==> src/rtl/ovrd_pregain_ramp.sv <==
// Drive/pre-gain stage ahead of the overdrive clamp: sample * gain, floor-shift, saturate, 2-cycle latency.
// Optional gain slewing is enabled with `define OVRD_GAIN_RAMP_EN (default build applies i_gain directly).
module ovrd_pregain_ramp #(
    parameter int fxp_size  = 32,
    parameter int gain_size = 16,
    parameter int gain_frac = 8,
    parameter int ramp_step = 64
) (
    input  logic                 clk,
    input  logic                 rst_n,
    input  logic [fxp_size-1:0]  i_sample,
    input  logic                 i_valid,
    input  logic [gain_size-1:0] i_gain,
    output logic [fxp_size-1:0]  o_sample,
    output logic                 o_valid,
    output logic                 o_clip
);

    localparam int PROD_W = fxp_size + gain_size + 1;

    // Returns {clip, sample}: floor-shifted product saturated to the fxp range.
    function automatic logic [fxp_size:0] saturate(input logic signed [PROD_W-1:0] prod);
        logic signed [PROD_W-1:0]     sh;
        logic [PROD_W-fxp_size:0]     upper;
        logic [fxp_size:0]            res;
        sh    = prod >>> gain_frac;
        upper = sh[PROD_W-1:fxp_size-1];
        if ((&upper) || !(|upper)) begin
            res = {1'b0, sh[fxp_size-1:0]};
        end else if (sh[PROD_W-1]) begin
            res = {1'b1, 1'b1, {(fxp_size-1){1'b0}}};
        end else begin
            res = {1'b1, 1'b0, {(fxp_size-1){1'b1}}};
        end
        return res;
    endfunction

    logic [gain_size-1:0]      mult_gain_s;
    logic signed [PROD_W-1:0]  prod_s;
    logic signed [PROD_W-1:0]  prod_r;
    logic                      valid1_r;
    logic [fxp_size:0]         sat_s;

`ifdef OVRD_GAIN_RAMP_EN
    localparam logic [gain_size-1:0] STEP = gain_size'(ramp_step);

    logic [gain_size-1:0] cur_gain_r;
    logic [gain_size-1:0] next_gain_s;
    logic [gain_size-1:0] diff_s;

    // Slew toward the requested gain by at most STEP, landing exactly on target.
    always_comb begin
        diff_s      = {gain_size{1'b0}};
        next_gain_s = cur_gain_r;
        if (cur_gain_r < i_gain) begin
            diff_s      = i_gain - cur_gain_r;
            next_gain_s = (diff_s > STEP) ? (cur_gain_r + STEP) : i_gain;
        end else if (cur_gain_r > i_gain) begin
            diff_s      = cur_gain_r - i_gain;
            next_gain_s = (diff_s > STEP) ? (cur_gain_r - STEP) : i_gain;
        end else begin
            next_gain_s = cur_gain_r;
        end
    end

    // Applied gain register; frozen between input strobes.
    always_ff @(posedge clk or negedge rst_n) begin
        if (!rst_n) begin
            cur_gain_r <= {gain_size{1'b0}};
        end else if (i_valid) begin
            cur_gain_r <= next_gain_s;
        end else begin
            cur_gain_r <= cur_gain_r;
        end
    end

    assign mult_gain_s = cur_gain_r;
`else
    assign mult_gain_s = i_gain;
`endif

    // Zero-extending the gain makes the low PROD_W bits of this product the signed product.
    assign prod_s = $signed({{(PROD_W-fxp_size){i_sample[fxp_size-1]}}, i_sample}
                          * {{(PROD_W-gain_size){1'b0}}, mult_gain_s});
    assign sat_s  = saturate(prod_r);

    // Stage 1: capture the raw product.
    always_ff @(posedge clk or negedge rst_n) begin
        if (!rst_n) begin
            prod_r   <= {PROD_W{1'b0}};
            valid1_r <= 1'b0;
        end else begin
            valid1_r <= i_valid;
            if (i_valid) begin
                prod_r <= prod_s;
            end else begin
                prod_r <= prod_r;
            end
        end
    end

    // Stage 2: saturate and register outputs; o_sample holds while idle.
    always_ff @(posedge clk or negedge rst_n) begin
        if (!rst_n) begin
            o_sample <= {fxp_size{1'b0}};
            o_valid  <= 1'b0;
            o_clip   <= 1'b0;
        end else begin
            o_valid <= valid1_r;
            if (valid1_r) begin
                o_sample <= sat_s[fxp_size-1:0];
                o_clip   <= sat_s[fxp_size];
            end else begin
                o_sample <= o_sample;
                o_clip   <= 1'b0;
            end
        end
    end

endmodule

==> config.mk <==
export PLATFORM = sky130hd
export DESIGN_NAME = ovrd_pregain_ramp
export DESIGN_NICKNAME = d
export VERILOG_FILES = /design/src/rtl/ovrd_pregain_ramp.sv
export SDC_FILE = /design/constraint.sdc
export NUM_CORES = 1
export LEC_CHECK = 0
export CORE_MARGIN = 10
export CORE_UTILIZATION = 43
export DETAILED_ROUTE_END_ITERATION = 8
export PLACE_DENSITY_LB_ADDON = 0.1
export SYNTH_ARGS = -nofsm -noshare
export SYNTH_HDL_FRONTEND = slang
export SYNTH_SLANG_ARGS = --single-unit
==> constraint.sdc <==
create_clock -name clk -period 1.57 [get_ports clk]
set_input_delay 0.471 -clock clk [delete_from_list [all_inputs] [get_ports clk]]
set_output_delay 0.471 -clock clk [all_outputs]
set_load 0.03 [all_outputs]
==> out/metrics.cfg <==
[die]
dieArea_um2=57600
coreArea_um2=47700
io_pins=85
die_y_um=240
die_w_um=240
rows=80
start_util_pct=43.6

[yosys]
synth_nets=2960
yosysTopAreaCell=fa_1
synth_top_family_by_area=adder cells
synth_xor_area_share_pct=1.35
yosys.area_share.adder_pct=53.8
synth-edff-count=0
avgSynthCellArea_um2=9.02
synthSimpleGateAreaFrac_pct=15.3
synth_compound_area_share_pct=6.57
synth_mux_area_share_pct=1.19
async_flop_share_pct=100
ys_ff_latch=76
synth_area_leaders=fa_1, inv_1, dfrtp_1
yosys_warnings=0
syn_inst=2307
synth_flop_cell=dfrtp_1
syn_area_um2=20800
synth_top_area_share_pct=46.9
ys_types=55
yosysSeqAreaShare_pct=9.14

[sta]
worst_slew_pin_slew_ns=0.522
rsz0062_at_grt=yes
hold_viol_final=0
layout_min_cycle_time_ns=6.12
skew_ns=0.00285
fmaxAchievable_mhz=163
fin_ws_ns=-4.55
period_share_pct=390
slew_viol_final=0
slew_headroom_pct=65.1
setup_violations=72

[worst_setup_path]
cp-start-kind=input port
r2r-start=prod_r[44]
r2r_cells=8
cp_common_cell=fa_1
crit_fanout=8
critical_path_required_ns=1.81
worstReg2RegEnd=o_sample[17]
crit_slowest_cell=fa_1
r2r_slack_ns=-0.15
arrival_ns=6.35
cp-end-kind=register
cpPeakStageDelay_ns=0.53
crit_type=in2reg

[finish]
final_area_um2=28300
fin_nets=3378
layout_commonest_cell=inv_1
fillers=4122
regArea_um2=1900
final_core_util_pct=59.3
final_cell_mix=inv_1, fa_1, buf_4, nand2_1, and2_1
diodes=0
layout-drive-gt1-share_pct=30.0
multi_input_area_um2=17900
area.growth.synth_to_final_pct=36.1

[routing]
vias=16834
drt-pass1-iter-count=5
finalWirelength_mm=60.9
antenna_left=0
drt_first_iter_violations=733
drc_errors=0
viasPerCell=5.03
route.detailed.wl_per_inst_um=18.2

[placed_design]
globalplace.congestion=0.873
place.port_buffers=84
post_dp_cell_area_um2=25200
place_hpwl_mm=46.8
place_ws_ns=-5.26

[clock_network]
htree_levels=3
clock-sinks=76
clk_path_buf_depth=2
root_buffer=clkbuf_16
cts_buffers=9
cts_tree=yes
clk_latency_ns=0.32
clk_pin_slew_ns=0.05

[job]
cap_violations=0

[run_status]
status=complete, but fails checks
violations=negative setup slack

[global_routing]
grt_pass1_wl_mm=99.2
antenna_found_initial=0
first_global_vias=19009
grt_max_degree=41
grt_overflow=0
grt_usage_pct=21.7

[min_path]
hold_class=in2async

==> per-stage QoR <==
step	hold slack, ns	setup TNS [ns]	std cells
floorplan	0.175	-156.51	2307
global placement	0.380	-207.72	3197
detailed placement	0.383	-209.25	3197
CTS	0.0375	-171.73	3313
global route	0.0398	-185.04	3345
finish	0.0328	-174.97	3345
==> routing by layer <==
metal	up-vias	part of all wire, %	global-route usage, %
met2	323	54	41.7
met3	106	3.0	1.55
met1	8827	40	25.5
met5	-	0	0
li1	7578	-	-
met4	0	2.5	5.18
==> area by class of cell <==
cell class / instances / share of cell area [%]
Clock buffer: 15 / 0.981
Clock inverter: 1 / 0.0177
Inverter: 598 / 7.93
Multi-Input combinational cell: 1533 / 63.1
Sequential cell: 76 / 6.72
Tap cell: 615 / 2.72
Timing Repair Buffer: 507 / 18.5
==> critical path: cells and delay by family <==
kind            cells  cell delay (ns)
compound gates      4             1.09
buf+inv             9             0.92
fa+ha+maj           7             3.20
simple gates        5             0.66
==> sequential cells by signal, indices dropped and copies added (netlist names) <==
name / flops
prod_r: 41
o_sample: 32
o_clip: 1
o_valid: 1
valid1_r: 1
==> cell usage after synthesis (3+ instances only) <==
cell type    n
xnor2_1     24
xor2_1       8
and2_1     233
nor4_1       4
inv_1      598
mux2_2      22
nor2_1      59
fa_1       487
o221ai_1     4
dfrtp_1     76
o21bai_1     5
ha_1       115
o31ai_1     10
nor3_1       9
a31oi_1      3
a211oi_1     5
a21o_1      18
o31a_1       3
nor2b_1      4
clkbuf_1   101
a211o_1      7
o21a_1       5
nand2_1    318
nand3_1      9
a21oi_1    105
nand4_1      6
nand2b_1     5
o211ai_1     6
o21ai_0     15
and3_1      11
==> worst max-delay path by stage <==
| stage | endpoint | from | cells past startpoint | slack, ns |
|---|---|---|---|---|
| CTS | prod_r[39] | i_sample[10] | 22 | -4.53 |
| detailed placement | prod_r[40] | i_gain[8] | 22 | -5.26 |
| finish | prod_r[41] | i_gain[7] | 25 | -4.55 |
| global route | prod_r[41] | i_gain[7] | 25 | -4.71 |
| global placement | prod_r[40] | i_gain[8] | 22 | -5.20 |
| floorplan | prod_r[39] | i_gain[5] | 22 | -4.39 |
==> cell families (layout without fill, tap and decap cells) <==
kind of cell / Yosys count / in the layout
buffers and inverters: 701 / 1121
AND/OR/NAND/NOR: 663 / 666
XOR/XNOR: 32 / 32
flip-flops: 76 / 76
multiplexers: 22 / 22
AO/OA/AOI/OAI: 211 / 211
adder cells (fa/ha/maj): 602 / 602
==> what timing repair did <==
item / CTS / global route
pin swaps: 102 / 143
hold buffers: 0 / 0
gates cloned: 23 / 9
setup buffers: 78 / 42
gates resized for setup: 352 / 259
setup endpoints to repair: 94 / 87
Power is left out: the tool's default activity adds up to more than one toggle a clock period on the data nets, which glitch-free logic cannot reach.
